### config.mk
export PLATFORM = sky130hd
export DESIGN_NAME = mem_bus_arbiter
export DESIGN_NICKNAME = d
export VERILOG_FILES = /design/src/rtl/mem_bus_arbiter.sv
export SDC_FILE = /design/constraint.sdc
export NUM_CORES = 1
export LEC_CHECK = 0
export CORE_MARGIN = 2
export CORE_UTILIZATION = 39
export DETAILED_ROUTE_END_ITERATION = 8
export PLACE_DENSITY = 0.8
export SKIP_CTS_REPAIR_TIMING = 1
export SLEW_MARGIN = 20
export SYNTH_ARGS = -nofsm -noshare
export SYNTH_HDL_FRONTEND = slang
export SYNTH_SLANG_ARGS = --single-unit
### constraint.sdc
create_clock -name clk -period 2.3 [get_ports clk]
set_clock_uncertainty 0.1 [all_clocks]
set_input_delay 0.46 -clock clk [delete_from_list [all_inputs] [get_ports clk]]
set_output_delay 0.46 -clock clk [all_outputs]
set_load 0.01 [all_outputs]
### src/rtl/mem_bus_arbiter.sv
// -----------------------------------------------------------------------------
// mem_bus_arbiter
//
// Shares the single external memory bus between the instruction-fetch (IF)
// port and the data-access (MEM) port of the pipeline. One requester is
// granted at a time. MEM always wins in IDLE because it belongs to the older
// instruction. A stall request is raised toward ctrl until the port's data has
// been delivered. The returned data is then held until the consuming stage
// advances.
//
// Ports
//   clk, rst          system clock, synchronous active-high reset
//   stall[5:0]        stall vector from ctrl (bit 1 = IF held, bit 4 = MEM held)
//   if_req_i          fetch request, held with if_addr_i until stallreq_if_o=0
//   if_addr_i         fetch address
//   if_rdata_o        fetched instruction (registered)
//   stallreq_if_o     stall request for the fetch port
//   mem_req_i         data request, held with attributes until stallreq_mem_o=0
//   mem_we_i          1 = write
//   mem_sel_i         byte enables
//   mem_addr_i        data address
//   mem_wdata_i       store data
//   mem_rdata_o       load data (registered)
//   stallreq_mem_o    stall request for the data port
//   bus_cyc_o         bus transaction active
//   bus_we_o          bus write
//   bus_sel_o         bus byte enables
//   bus_addr_o        bus address
//   bus_wdata_o       bus write data
//   bus_rdata_i       bus read data, valid with bus_ack_i
//   bus_ack_i         transaction complete
// -----------------------------------------------------------------------------
module mem_bus_arbiter (
    input  logic        clk,
    input  logic        rst,
    input  logic [5:0]  stall,
    input  logic        if_req_i,
    input  logic [31:0] if_addr_i,
    output logic [31:0] if_rdata_o,
    output logic        stallreq_if_o,
    input  logic        mem_req_i,
    input  logic        mem_we_i,
    input  logic [3:0]  mem_sel_i,
    input  logic [31:0] mem_addr_i,
    input  logic [31:0] mem_wdata_i,
    output logic [31:0] mem_rdata_o,
    output logic        stallreq_mem_o,
    output logic        bus_cyc_o,
    output logic        bus_we_o,
    output logic [3:0]  bus_sel_o,
    output logic [31:0] bus_addr_o,
    output logic [31:0] bus_wdata_o,
    input  logic [31:0] bus_rdata_i,
    input  logic        bus_ack_i
);

    typedef enum logic [1:0] {
        S_IDLE,
        S_D_BUSY,
        S_I_BUSY
    } state_t;

    state_t      r_state;
    state_t      w_state_next;

    logic        r_done_if;
    logic        r_done_mem;
    logic        r_bus_cyc;
    logic        r_bus_we;
    logic [3:0]  r_bus_sel;
    logic [31:0] r_bus_addr;
    logic [31:0] r_bus_wdata;
    logic [31:0] r_if_rdata;
    logic [31:0] r_mem_rdata;

    logic        w_if_elig;
    logic        w_mem_elig;
    logic        w_grant_if;
    logic        w_grant_mem;
    logic        w_ack_if;
    logic        w_ack_mem;

    // Only the IF and MEM hold bits matter here.
    logic        w_unused_stall;
    assign w_unused_stall = ^{stall[5], stall[3:2], stall[0]};

    // A port whose data has been delivered stays ineligible until its stage
    // advances, so a held request is never re-issued on the bus.
    assign w_if_elig  = if_req_i  & ~r_done_if;
    assign w_mem_elig = mem_req_i & ~r_done_mem;

    assign stallreq_if_o  = w_if_elig;
    assign stallreq_mem_o = w_mem_elig;

    always_ff @(posedge clk) begin
        if (rst) begin
            r_state <= S_IDLE;
        end else begin
            r_state <= w_state_next;
        end
    end

    always_comb begin
        w_state_next = r_state;
        w_grant_if   = 1'b0;
        w_grant_mem  = 1'b0;
        w_ack_if     = 1'b0;
        w_ack_mem    = 1'b0;
        case (r_state)
            S_IDLE: begin
                if (w_mem_elig) begin
                    w_state_next = S_D_BUSY;
                    w_grant_mem  = 1'b1;
                end else if (w_if_elig) begin
                    w_state_next = S_I_BUSY;
                    w_grant_if   = 1'b1;
                end
            end
            S_D_BUSY: begin
                if (bus_ack_i) begin
                    w_state_next = S_IDLE;
                    w_ack_mem    = 1'b1;
                end
            end
            S_I_BUSY: begin
                if (bus_ack_i) begin
                    w_state_next = S_IDLE;
                    w_ack_if     = 1'b1;
                end
            end
            default: begin
                w_state_next = S_IDLE;
            end
        endcase
    end

    always_ff @(posedge clk) begin
        if (rst) begin
            r_bus_cyc   <= 1'b0;
            r_bus_we    <= 1'b0;
            r_bus_sel   <= '0;
            r_bus_addr  <= '0;
            r_bus_wdata <= '0;
            r_if_rdata  <= '0;
            r_mem_rdata <= '0;
            r_done_if   <= 1'b0;
            r_done_mem  <= 1'b0;
        end else begin
            if (w_grant_mem) begin
                r_bus_cyc   <= 1'b1;
                r_bus_we    <= mem_we_i;
                r_bus_sel   <= mem_sel_i;
                r_bus_addr  <= mem_addr_i;
                r_bus_wdata <= mem_wdata_i;
            end else if (w_grant_if) begin
                r_bus_cyc   <= 1'b1;
                r_bus_we    <= 1'b0;
                r_bus_sel   <= '1;
                r_bus_addr  <= if_addr_i;
                r_bus_wdata <= '0;
            end

            if (w_ack_mem || w_ack_if) begin
                r_bus_cyc <= 1'b0;
                r_bus_we  <= 1'b0;
            end

            // r_bus_we still carries the direction of the finishing transfer.
            if (w_ack_mem && !r_bus_we) begin
                r_mem_rdata <= bus_rdata_i;
            end
            if (w_ack_if) begin
                r_if_rdata <= bus_rdata_i;
            end

            // Done is set on the ack edge and clears on the first later edge
            // where the owning stage is free to advance.
            if (w_ack_if) begin
                r_done_if <= 1'b1;
            end else if (r_done_if && !stall[1]) begin
                r_done_if <= 1'b0;
            end

            if (w_ack_mem) begin
                r_done_mem <= 1'b1;
            end else if (r_done_mem && !stall[4]) begin
                r_done_mem <= 1'b0;
            end
        end
    end

    assign bus_cyc_o   = r_bus_cyc;
    assign bus_we_o    = r_bus_we;
    assign bus_sel_o   = r_bus_sel;
    assign bus_addr_o  = r_bus_addr;
    assign bus_wdata_o = r_bus_wdata;
    assign if_rdata_o  = r_if_rdata;
    assign mem_rdata_o = r_mem_rdata;

endmodule

==> flow_summary.yaml <==
critical_path:
  cp_num_buf_inv: 3
  slowest_delay_ns: 0.55
  crit_top_cell: "clkdlybuf4s50_1"
  r2r_cells: 6
  cp_max_fo: 3
  criticalPathCategory: "input port to output pin"
  slowest_stage: "clkdlybuf4s50_1"
  end_kind: "output pin"
  cp.depth: 4
  cp_top_family: "buffers and inverters"
  worst-endpoint-arrival_ns: 1.67
  start_kind: "input port"
  cp_cell_sequence: "clkdlybuf4s50_1, nand2b_1, inv_4, clkdlybuf4s50_1"
  rrSetupSlack_ns: 0.46
  timing.rr.start: "r_state[0]$_SDFFE_PP0P_"
  critical_path_required_ns: 1.74
  timing.rr.end: "bus_we_o$_SDFFE_PP0P_"
sta:
  max_slew.worst_pin.slew_ns: 0.833
  period_share_pct: 97.0
  setup_viol: 0
  clock.fmax_mhz: 448
  final.min_clock_period_ns: 2.23
  fin_tns_setup_ns: 0
  drv_slew: 0
  rsz0062_at_grt: "false"
  worst_slack_ns: 0.0695
  slew_headroom_pct: 44.3
  hold_viol: 0
layout:
  num-nets-final: 987
  seq_area_mm2: 0.00276
  synthToLayoutAreaGrowth_pct: 68.5
  stdcell_count: 1029
  diodes: 0
  drive_gt1_share_pct: 6.68
  multi_input_area_mm2: 0.00196
  design_area_mm2: 0.00872
  final_util_pct: 66.6
  final_cell_mix: "clkdlybuf4s50_1, nand2_1, dfxtp_1, a21oi_1"
  fillers: 1046
  final_common_cell: "clkdlybuf4s50_1"
yosys:
  ys_ff_latch: 138
  ys_warn_count: 0
  syn-num-nets: 729
  synth-main-ff-cell: "dfxtp_1"
  synth_area_mm2: 0.00517
  synth_edf_count: 0
  synth_xor_area_share_pct: 0
  synth-compound-area-share_pct: 20.1
  synthAdderAreaFrac_pct: 0.725
  avgSynthCellArea_um2: 8.89
  synth-seq-area-share_pct: 53.4
  syn_inst: 582
  synth_mux_area_share_pct: 0
  synthSimpleGateAreaFrac_pct: 16.9
  synth_top_family_by_area: "compound AO/OA/AOI/OAI gates"
  ys_types: 32
  async_reset_ff_share_pct: 0
power:
  ir_drop_v: 0.000568
  total_leakage_power_nw: 3.10
  p_per_area_mw_per_mm2: 831
clock_tree:
  cts_max_level: 4
  cts_tree: "yes"
  cts_buffers: 17
  clock_latency_ns: 0.42
  clk_pin_slew_worst_paths_ns: 0.06
  clkSinkCount: 138
  cts-root-buf: "clkbuf_16"
  clock_path_buffers: 2
hold_path:
  hold_path_end: "bus_addr_o[9]$_SDFFE_PP0P_"
  hold_depth: 2
  hold_class: "input port to register"
  hp-start: "rst"
grt:
  grt_pass1_wl_um: 26100
  grt_max_degree: 53
  grt_pass1_vias: 5093
  grt_usage_pct: 23.4
  antenna_found_initial: 0
  grt_overflow: 0
routing:
  vias_per_cell: 5.02
  met1Wirelength_um: 6730
  dr.pass1.iters: 5
  highest_layer: "met4"
  routed-wl-met2_um: 8070
  drc: 0
  wl_um: 16600
  num_vias: 5167
  wl_met3_um: 1450
  drtIter0Drc: 423
  wire_per_inst_um: 16.2
  ant_nets: 0
floorplan:
  die_y_um: 119
  coreArea_mm2: 0.0131
  dieArea_mm2: 0.0142
  placementRows: 42
  initial_core_util_pct: 39.5
  io_pins: 280
  die_x_um: 119
place:
  place_inst: 997
  placement.io_buffers: 275
  hpwlAfterDp_um: 11100
  dp_slack_ns: 0.0208
  place_area_mm2: 0.00801
  gp_congestion: 0.805
run_status:
  outcome: "completed"
run:
  maxCapViolations: 0
-- state kept, by name (all words and copies together), names as in the netlist, 2 cells and up --
name         flops
bus_addr_o      32
bus_sel_o        4
bus_wdata_o     32
if_rdata_o      32
mem_rdata_o     32
r_state          2
-- routing by layer --
| layer | vias to the layer above | global-route usage (%) |
|---|---|---|
| met3 | 30 | 8.91 |
| met5 | - | 0 |
| met2 | 212 | 38.8 |
| li1 | 2527 | - |
| met4 | 0 | 9.75 |
| met1 | 2398 | 26.9 |
-- where the power goes --
part	switching (W)	total, W	internal [W]
logic	0.000610	0.00135	0.000739
clock network	0.00102	0.00320	0.00218
registers	0.000107	0.00270	0.00259
-- cell usage after synthesis (2+ instances only) --
cell	instances	area, um2
o311ai_1	28	245
nand3_1	36	180
buf_6	11	124
o221a_2	4	45.0
clkbuf_1	18	67.6
ha_1	3	37.5
inv_1	36	135
buf_2	14	70.1
nand2_1	164	616
a32o_1	32	320
buf_1	2	7.51
dfxtp_1	138	2760
o311ai_0	4	35.0
a21oi_1	67	335
nand2b_1	3	18.8
buf_4	6	45.0
-- worst register-to-register path, delay by kind of cell, from the launching register on --
family | cells | cell delay (ns)
buffers and inverters | 2 | 0.44
AND/OR/NAND/NOR | 2 | 0.45
flip-flops | 1 | 0.34
adder cells (fa/ha/maj) | 1 | 0.34
AO/OA/AOI/OAI | 1 | 0.09
-- cell families after synthesis --
kind of cell,after synthesis
compound gates,142
fa+ha+maj,3
buf+inv,88
flops,138
simple gates,211
-- cell type report --
type | instances | share of cell area (%)
inverter | 37 | 1.62
sequential | 138 | 31.7
timing repair buffer | 290 | 33.6
multi-input combinational | 356 | 22.5
clock buffer | 22 | 5.67
clock inverter | 10 | 2.41
tap | 176 | 2.53
-- through the flow --
step	power (W)	hold slack [ns]
5_1_grt	0.00755	0.284
3_5_place_dp	0.00409	0.346
4_1_cts	0.00731	0.277
6_report	0.00725	0.287
2_1_floorplan	0.00335	0.340
3_3_place_gp	0.00408	0.340
-- worst max path at each step --
stage / from / to / slack (ns)
floorplan: r_state[0]$_SDFFE_PP0P_ / bus_wdata_o[10]$_SDFFE_PP0P_ / 0.68
global placement: if_req_i / bus_wdata_o[14]$_SDFFE_PP0P_ / 0.05
detailed placement: if_req_i / bus_wdata_o[8]$_SDFFE_PP0P_ / 0.02
CTS: mem_req_i / stallreq_mem_o / 0.06
global route: mem_req_i / stallreq_mem_o / 0.01
finish: mem_req_i / stallreq_mem_o / 0.07
(Power assumes the default switching activity.)
